--- config.mk ---
export PLATFORM = sky130hd
export DESIGN_NAME = branch_ctrl
export DESIGN_NICKNAME = d
export VERILOG_FILES = /design/src/rtl/branch_ctrl.sv
export SDC_FILE = /design/constraint.sdc
export NUM_CORES = 1
export LEC_CHECK = 0
export CAP_MARGIN = 5
export CORE_ASPECT_RATIO = 1.75
export CORE_MARGIN = 1.5
export CORE_UTILIZATION = 30
export CTS_CLUSTER_SIZE = 16
export DETAILED_ROUTE_END_ITERATION = 8
export GPL_TIMING_DRIVEN = 0
export SETUP_SLACK_MARGIN = 0.1
export SLEW_MARGIN = 20
export SYNTH_ARGS = -nofsm -noshare
export SYNTH_HDL_FRONTEND = slang
export SYNTH_SLANG_ARGS = --single-unit
--- constraint.sdc ---
create_clock -name f_clk -period 1.88 [get_ports f_clk]
set_input_delay 0.564 -clock f_clk [delete_from_list [all_inputs] [get_ports f_clk]]
set_output_delay 0.564 -clock f_clk [all_outputs]
set_load 0.01 [all_outputs]
--- src/rtl/branch_ctrl.sv ---
// Branch/launch controller for the fetch unit: sequences program start,
// decodes BZ/JMP/HALT at the current PC and issues a one-cycle redirect with flush.
module branch_ctrl (
    input  logic        f_clk,
    input  logic        rst_n,
    input  logic        go,
    input  logic [7:0]  prog_addr,
    input  logic [7:0]  pc_i,
    input  logic [8:0]  instr_i,
    input  logic        zero_i,
    output logic        start,
    output logic [7:0]  start_addr,
    output logic        branch,
    output logic [7:0]  target,
    output logic        taken,
    output logic        flush,
    output logic        halted,
    output logic        busy,
    output logic [15:0] icount
);

    typedef enum logic [1:0] {
        S_IDLE,
        S_LOAD,
        S_RUN,
        S_HALT
    } state_e;

    state_e      state_q, state_d;
    logic        redir_q, redir_d;
    logic [7:0]  target_q, target_d;
    logic [7:0]  start_addr_q, start_addr_d;
    logic [15:0] icount_q, icount_d;

    logic       go_accept;
    logic       decode_en;
    logic       is_bz, is_jmp, is_halt;
    logic       br_taken;
    logic [7:0] br_target;

    // The instruction sitting in the redirect shadow is never decoded.
    assign go_accept = go && ((state_q == S_IDLE) || (state_q == S_HALT));
    assign decode_en = (state_q == S_RUN) && !redir_q;

    assign is_halt   = (instr_i[8:6] == 3'b111) && (instr_i[5:0] == 6'h3F);
    assign is_jmp    = (instr_i[8:6] == 3'b111) && !is_halt;
    assign is_bz     = (instr_i[8:6] == 3'b110);
    assign br_taken  = is_jmp || (is_bz && zero_i);
    assign br_target = pc_i + {{2{instr_i[5]}}, instr_i[5:0]};

    // NOTE: sequential state uses non-blocking assignments so every register
    // samples the pre-edge values of the others.
    always_ff @(posedge f_clk) begin
        if (!rst_n) begin
            state_q      <= S_IDLE;
            redir_q      <= 1'b0;
            target_q     <= 8'h00;
            start_addr_q <= 8'h00;
            icount_q     <= 16'h0000;
        end else begin
            state_q      <= state_d;
            redir_q      <= redir_d;
            target_q     <= target_d;
            start_addr_q <= start_addr_d;
            icount_q     <= icount_d;
        end
    end

    // NOTE: every signal gets a default before the case so no latch is inferred.
    always_comb begin
        state_d      = state_q;
        redir_d      = 1'b0;
        target_d     = target_q;
        start_addr_d = start_addr_q;
        icount_d     = icount_q;

        case (state_q)
            S_IDLE: if (go_accept) state_d = S_LOAD;
            S_LOAD: state_d = S_RUN;
            S_RUN:  if (decode_en && is_halt) state_d = S_HALT;
            S_HALT: if (go_accept) state_d = S_LOAD;
            default: state_d = S_IDLE;
        endcase

        if (go_accept) begin
            start_addr_d = prog_addr;
            icount_d     = 16'h0000;
        end

        if (decode_en) begin
            if (icount_q != 16'hFFFF) icount_d = icount_q + 16'd1;
            if (is_halt) begin
                target_d = pc_i;
            end else if (br_taken) begin
                redir_d  = 1'b1;
                target_d = br_target;
            end
        end
    end

    // Halt keeps taken asserted so fetch stays frozen on the halt PC.
    always_comb begin
        start      = (state_q == S_LOAD);
        busy       = (state_q == S_LOAD) || (state_q == S_RUN);
        halted     = (state_q == S_HALT);
        taken      = redir_q || (state_q == S_HALT);
        branch     = redir_q;
        flush      = redir_q;
        target     = target_q;
        start_addr = start_addr_q;
        icount     = icount_q;
    end

endmodule

==> Word level (Yosys, flattened, before mapping) <==
Index checks and enable logic that the tools add are counted.
W data, S select, Z words.
{ "classes": {"n_addsub": 2, "n_eq_ne": 9, "muxes": 9, "bitwise": 2, "reduce_logical": 18} }
{ "op_table": {"columns": ["operator", "n"], "rows": [
  ["$mux W16", 3],
  ["$add A16 B1 Y16 const B", 1],
  ["$mux W8", 2],
  ["$ne A16 B16 Y1 const B", 1],
  ["$add A8 B8 Y8", 1],
  ["$eq A3 B3 Y1 const B", 2],
  ["$eq A6 B6 Y1 const B", 1],
  ["$logic_and A1 B1 Y1", 6],
  ["$pmux W2 S3", 1],
  ["$eq A2 B2 Y1 const B", 2],
  ["$logic_or A1 B1 Y1", 4],
  ["$mux W2", 2],
  ["$reduce_and A2 Y1", 2],
  ["$reduce_or A3 Y1", 1],
  ["$eq A2 B1 Y1 const B", 1],
  ["$logic_not A1 Y1", 2],
  ["$logic_not A2 Y1", 1],
  ["$ne A2 B1 Y1 const B", 1],
  ["$ne A2 B2 Y1 const B", 1],
  ["$not A1 Y1", 2],
  ["$reduce_bool A2 Y1", 1],
  ["$reduce_or A2 Y1", 1],
  ["$mux W1", 1]
]} }
{ "totals": {"regBits": 35, "inputBits": 29, "output_inout_bits": 38, "wordCells": 45} }

==> Longest topological paths before layout <==
Gate-level depths: netlist (run 1).
{ "logic_depth": {"depth_word": 7, "mapped_depth": 8, "depth_no_buf": 8} }

==> Worst setup path before layout (run 1) <==
Ideal clock, no wire load.
{ "synth_timing": {"kind": "input port to flip-flop", "start": "in pc_i[0]", "end": "reg target_q[6] (netlist: target[6])", "setup_ns": 0.062, "arrival_ns": 1.851, "required_ns": 1.818, "path_slack_ns": -0.034, "path_stages": 8, "path_buffers": 0, "path_cell_list": "ha_1 inv_1 fa_1 nor2b_1 o31a_1 o21ai_0 a211o_1 nand3_1"} }
{ "synth_via": {"elab_chain_cells": 3} }
{ "synth_rtl": {"columns": ["element", "line_no", "source"], "rows": [
  ["from (decl)", "8", "input logic [7:0] pc_i,"],
  ["$add A8 B8 Y8", "49", "assign br_target = pc_i + {{2{instr_i[5]}}, instr_i[5:0]};"],
  ["$mux W8", "94", "end else if (br_taken) begin"],
  ["$mux W8", "92", "if (is_halt) begin"],
  ["to (signal assigned)", "63", "target_q <= target_d;"],
  ["to (decl)", "31", "logic [7:0] target_q, target_d;"]
]} }
No other way between the ends. The select of a mux whose other input is x is not followed.
A chain may end at the register's enable or synchronous reset.

==> Worst setup path after layout (run 1) <==
{ "layout_timing": {"start": "reg state_q[1]", "end": "out taken"} }
{ "layout_via": {"elab_chain_cells": 2} }
{ "layout_rtl": {"columns": ["element", "line_no", "source"], "rows": [
  ["from (decl)", "29", "state_e state_q, state_d;"],
  ["from (signal assigned)", "61", "state_q <= state_d;"],
  ["$eq A2 B2 Y1", "106", "taken = redir_q || (state_q == S_HALT);"],
  ["$logic_or A1 B1 Y1", "106", null],
  ["to (decl)", "15", "output logic taken,"]
]} }
No other way between the ends.

==> impl_metrics.json, run 1 <==
{
  "path_max_fanout": 3,
  "dp_hpwl_um": 4520,
  "setup_ws_ns": 0.118,
  "drt-pass1-iter-count": 4,
  "drtIter0Drc": 133,
  "hold_buffers": 0,
  "grt_max_degree": 11,
  "synth_top_area_cell": "dfxtp_1",
  "synth_cell_types": 50,
  "ys_warn_count": 0,
  "syn_to_final_growth_pct": 57.3,
  "setup_viol": 0,
  "start_util": 0.314,
  "wl_um": 6190,
  "cts_max_path_buffers": 2,
  "cpPeakStageDelay_ns": 0.36,
  "cp-start-kind": "register",
  "finalNonFillerCells": 403,
  "cp.arrival_ns": 1.20,
  "die_area_mm2": 0.00743,
  "yosysTopAreaCellShare": 0.339,
  "nFillCells": 637,
  "num_vias": 2105,
  "placedCellCount": 385,
  "outcome": "completed",
  "grt_pass1_vias": 2171,
  "p_switching_mw": 0.854,
  "cp-end-kind": "primary output",
  "clock_latency_ns": 0.28,
  "cellPowerDensity_mw_per_mm2": 832,
  "hold_class": "reg2reg",
  "worst_pin_slew_ns": 0.478,
  "antenna_found_initial": 0,
  "synth_edf_count": 0,
  "synth_mux_area_frac": 0.00484,
  "path_cells": "ha_4 -> or2_2 -> buf_6",
  "post_drt_wl_per_cell_um": 15.4,
  "ys_ff_latch": 35,
  "dp_slack_ns": -0.625,
  "synthXorXnorAreaFrac": 0.0677,
  "cap_violations": 0,
  "clkPwrFrac": 0.319,
  "die_h_um": 113,
  "synth_compound_area_frac": 0.217,
  "grt.total_usage": 0.178,
  "critical_path.slowest_cell": "dfxtp_4",
  "io_pins": 67,
  "synth_area_mm2": 0.00207,
  "synth_top_family_by_area": "simple AND/OR/NAND/NOR gates",
  "cts.htree.levels": 2,
  "grt_pass1_wl_um": 10300,
  "synth-simple-area-share": 0.243,
  "die_w_um": 65.8,
  "fmax_mhz": 568,
  "port_buffers": 66,
  "synthAdderAreaFrac": 0.0822,
  "drv_slew": 0,
  "post-synth-top-count-cell": "dfxtp_1",
  "gr-total-overflow": 0,
  "netlist_top_cells_area": "dfxtp_1 (34%), ha_1 (7.3%), xnor2_1 (5.9%)",
  "irDropWorstVdd_uv": 367,
  "drive_above_1_share": 0.262,
  "antennaDiodeCount": 0,
  "synth-seq-area-share": 0.339,
  "rsz0062_at_grt": "true",
  "internal_power_mw": 1.85,
  "fp.coreArea_mm2": 0.00659,
  "syn-mean-instance-area_um2": 8.73,
  "finClkSkew_ns": 0.00200,
  "synth_commonest_cells": "dfxtp_1 (35), nand2_1 (30), nor2_1 (20)",
  "clkSlewWorstSetupHoldPaths_ns": 0.05,
  "switching_share": 0.315,
  "synthFlopType": "dfxtp_1",
  "num_rows": 39,
  "cp.required_ns": 1.32,
  "synth_nets": 279,
  "finalHoldViolCount": 0,
  "ant_nets": 0,
  "crit_family": "flip-flops",
  "leakage_nw": 1.38,
  "async_flop_share": 0,
  "drc": 0,
  "power.total_mw": 2.71,
  "synth_cells": 237,
  "place_congestion": 0.803,
  "slew_headroom": 0.680,
  "power_frac_comb": 0.351,
  "num-nets-final": 362,
  "viasPerCell": 5.22,
  "root_buffer": "clkbuf_16",
  "clock-sinks": 35,
  "critical_path_class": "reg2out",
  "cp.buffers_inverters": 1,
  "fin_crit_ns": 1.76,
  "cts_made_buffers": 5,
  "seq_power_share": 0.330,
  "cts_tree": "built",
  "period_share": 0.937
}
worst paths after layout:
check / start / end / slack, ns / depth (start not counted)
min: start_addr[7] / start_addr[7] / 0.46 / 2
min reg2reg: start_addr[7] / start_addr[7] / 0.46 / 2
max: state_q[1] / taken / 0.12 / 3
max reg2reg: icount[1] / icount[8] / 0.21 / 6
worst min-delay path: cells and delay by family (launching register included):
family / cells / cell delay (ns)
simple gates: 1 / 0.05
flops: 1 / 0.31
compound gates: 1 / 0.05
state kept, by name, summed over array words and instances, names as in the netlist:
signal and count:
icount 16, target 8, state_q 2, start_addr 8, branch 1
layer usage:
metal  vias to the layer above  share of wire  GRT usage
met3                        22          0.054     0.0338
met1                       998           0.34      0.174
met5                         -              0          0
li1                       1015              -          -
met2                        70           0.56      0.339
met4                         0          0.039     0.0931
placed cells by master (no fill, tap or decap), types with 7 or more instances in the layout:
cell type,synthesis,routed
clkdlybuf4s50_1,0,31
nand2_1,30,28
dfxtp_1,35,24
nor2_1,20,20
dlygate4sd2_1,0,18
buf_4,4,14
xnor2_1,14,14
a21oi_1,14,12
a21boi_0,11,10
dfxtp_2,0,8
inv_1,10,7
nand3_1,8,7
nand4_1,7,7
power groups by stage:
| stage | Combinational [mW] | Clock (mW) | Sequential (mW) |
|---|---|---|---|
| final | 0.950 | 0.865 | 0.894 |
| after global routing | 1.04 | 0.911 | 0.903 |
| after CTS | 0.935 | 0.887 | 0.890 |
| after detailed placement | 0.825 | 0 | 0.890 |
| after global placement | 0.819 | 0 | 0.886 |
| after floorplan | 0.435 | 0 | 0.902 |
layout make-up:
cell class	instances	area, µm²	area share
sequential	35	722	0.222
timing repair buffer	76	706	0.217
buffer	11	104	0.0319
tap	82	103	0.0315
clock buffer	8	156	0.0480
inverter	10	37.5	0.0115
multi-input combinational	181	1430	0.439
cells by family after synthesis:
family / Yosys count
AOI/OAI and AO/OA: 59
xor gates and xnor gates: 16
adders and majority gates: 13
buffers and inverters: 21
DFF: 35
muxes: 1
and+or+nand+nor: 92
what timing repair did:
action,CTS,global route
cloned,0,0
pin swaps,14,11
resized for setup,96,26
endpoints found under the setup margin,41,32
setup buffers,7,3
per-stage QoR:
step | setup TNS, ns | utilization | hold WS, ns | cell area (µm²)
2_1_floorplan | 0 | - | 0.479 | 2090
3_3_place_gp | -8.83 | 0.433 | 0.452 | 2850
3_5_place_dp | -9.45 | 0.433 | 0.455 | 2850
4_1_cts | 0 | 0.487 | 0.463 | 3210
5_1_grt | 0 | 0.494 | 0.479 | 3260
6_report | 0 | 0.494 | 0.459 | 3260
No activity file was read; power rests on OpenSTA's default activity.
==> inputs of run 2 (changes only) <==
--- a/config.mk
+++ b/config.mk
@@ -5,6 +5,7 @@
 export SDC_FILE = /design/constraint.sdc
 export NUM_CORES = 1
 export LEC_CHECK = 0
+export ABC_CLOCK_PERIOD_IN_PS = 1880
 export CAP_MARGIN = 5
 export CORE_ASPECT_RATIO = 1.75
 export CORE_MARGIN = 1.5
==> results of run 2 <==
Final layout, timing and power as in run 1 (identical DEF).
==> inputs of run 3 (changes only) <==
--- a/config.mk
+++ b/config.mk
@@ -10,6 +10,7 @@
 export CORE_ASPECT_RATIO = 1.75
 export CORE_MARGIN = 1.5
 export CORE_UTILIZATION = 30
+export CTS_BUF_LIST = sky130_fd_sc_hd__clkbuf_4 sky130_fd_sc_hd__clkbuf_8
 export CTS_CLUSTER_SIZE = 16
 export DETAILED_ROUTE_END_ITERATION = 8
 export GPL_TIMING_DRIVEN = 0
==> impl_metrics.json, run 3 (synthesis results as in run 1) <==
{
  "cp.required_ns": 2.11,
  "clkSlewWorstSetupHoldPaths_ns": 0.07,
  "period_share": 0.933,
  "worst_pin_slew_ns": 0.488,
  "placedCellCount": 385,
  "root_buffer": "clkbuf_8",
  "dpl_cell_area_mm2": 0.00285,
  "cts_max_path_buffers": 2,
  "outcome": "completed",
  "setup_viol": 0,
  "cts_made_buffers": 5,
  "start_util": 0.314,
  "irDropWorstVdd_uv": 333,
  "nFillCells": 648,
  "fin_crit_ns": 1.75,
  "cp.buffers_inverters": 2,
  "leakage_nw": 1.37,
  "num_vias": 2084,
  "wl_um": 6050,
  "hold_class": "reg2reg",
  "cpPeakStageDelay_ns": 0.40,
  "antenna_found_initial": 0,
  "fmax_mhz": 570,
  "rrSetupSlack_ns": 0.15,
  "r2r_end": "icount[8]",
  "critical_path_class": "in2reg",
  "design_area_mm2": 0.00320,
  "place_congestion": 0.803,
  "finalHoldViolCount": 0,
  "drtIter0Drc": 145,
  "grt.total_usage": 0.176,
  "post_drt_wl_per_cell_um": 15.0,
  "slew_headroom": 0.673,
  "setup_tns_ns": 0,
  "dp_slack_ns": -0.625,
  "gr-total-overflow": 0,
  "cp.arrival_ns": 1.99,
  "dp_hpwl_um": 4520,
  "num_rows": 39,
  "critical_path.slowest_cell": "fa_2",
  "num-nets-final": 362,
  "drc": 0,
  "drive_above_1_share": 0.268,
  "crit_family": "compound AO/OA/AOI/OAI gates",
  "grt_max_degree": 11,
  "multiInputGateArea_mm2": 0.00143,
  "whs_ns": 0.459,
  "die_h_um": 113,
  "io_pins": 67,
  "power.total_mw": 2.45,
  "cts_tree": "built",
  "path_cells": "buf_8 -> ha_4 -> inv_4 -> fa_2 -> nor2b_4 -> o31a_1 -> o21ai_2 -> a211o_1 -> nand3_1",
  "ant_nets": 0,
  "antennaDiodeCount": 0,
  "cellPowerDensity_mw_per_mm2": 766,
  "path_max_fanout": 3,
  "hold_buffers": 0,
  "grt_pass1_wl_um": 10100,
  "finClkSkew_ns": 0.00570,
  "final_cell_mix": "nand2_1 (29), clkdlybuf4s50_1 (27), dfxtp_1 (22), dlygate4sd2_1 (22), nor2_1 (20)",
  "cp-start-kind": "input port",
  "layout_commonest_cell": "nand2_1",
  "post-route-util": 0.486,
  "die_area_mm2": 0.00743,
  "largest_reg_flops": 16,
  "cts.htree.levels": 2,
  "port_buffers": 66,
  "fp.coreArea_mm2": 0.00659,
  "drt-pass1-iter-count": 4,
  "finalNonFillerCells": 403,
  "die_w_um": 65.8,
  "crit_path_start": "instr_i[0]",
  "viasPerCell": 5.17,
  "cap_violations": 0,
  "grt_pass1_vias": 2120,
  "drv_slew": 0,
  "r2r-start": "state_q[0]",
  "endpoint": "target[6]",
  "syn_to_final_growth_pct": 54.8,
  "rr_worst_depth": 7,
  "seqCellArea_um2": 729,
  "cp-end-kind": "register",
  "setup_ws_ns": 0.126,
  "clock_latency_ns": 0.29,
  "rsz0062_at_grt": "true",
  "clock-sinks": 35,
  "worst-path-stages": 9
}
-- run 3: changes by cell type in the layout (fill, tap and decap cells not counted), sizes merged --
cell | before | now
clkbuf | 14 | 16
buf | 23 | 22
dlygate4sd2 | 18 | 22
clkdlybuf4s15 | 3 | 2
clkdlybuf4s50 | 31 | 27
-- run 3: repair_timing --
| item | CTS | global route |
|---|---|---|
| pin swaps | 15 | 16 |
| setup buffers | 5 | 5 |
| gates resized for setup | 99 | 30 |
| endpoints found under the setup margin | 42 | 30 |
-- run 3: worst min path at each step --
| stage | startpoint | endpoint | depth (start not counted) |
|---|---|---|---|
| after global placement | start_addr[7] | start_addr[7] | 2 |
| after detailed placement | start_addr[7] | start_addr[7] | 2 |
| after CTS | start_addr[7] | start_addr[7] | 2 |
| after floorplan | start_addr[7] | start_addr[7] | 2 |
| final | start_addr[7] | start_addr[7] | 2 |
| after global routing | start_addr[7] | start_addr[7] | 2 |
-- run 3: metal layers --
| metal | wire [µm] | up-vias | global-route usage |
|---|---|---|---|
| met1 | 2150 | 999 | 0.174 |
| met4 | 199 | 0 | 0.0847 |
| met5 | 0 | - | 0 |
| li1 | - | 1014 | - |
| met3 | 286 | 16 | 0.0338 |
| met2 | 3420 | 55 | 0.335 |
-- run 3: area by class of cell --
| class | count | area share |
|---|---|---|
| plain buffers | 11 | 0.0305 |
| clock buffers | 8 | 0.0324 |
| inverters | 10 | 0.0125 |
| multi-input cells | 181 | 0.446 |
| flip-flops and latches | 35 | 0.228 |
| well taps | 82 | 0.0320 |
| repair buffers | 76 | 0.219 |
-- run 3: where the power goes --
| part | internal (mW) | switching (mW) | total, mW | leakage, nW |
|---|---|---|---|---|
| clock network | 0.349 | 0.271 | 0.620 | 0.0549 |
| logic | 0.464 | 0.472 | 0.936 | 1.03 |
| registers | 0.823 | 0.0728 | 0.896 | 0.291 |
| total | 1.64 | 0.817 | 2.45 | 1.37 |
-- run 3: worst reg2reg max path, cell delays in order (launching register included) --
cell and delay (ns):
dfxtp_4 0.37, inv_2 0.08, ha_4 0.17, nand2b_4 0.10
or3_1 0.43, a211oi_1 0.27, xnor2_1 0.15, nor2_1 0.05
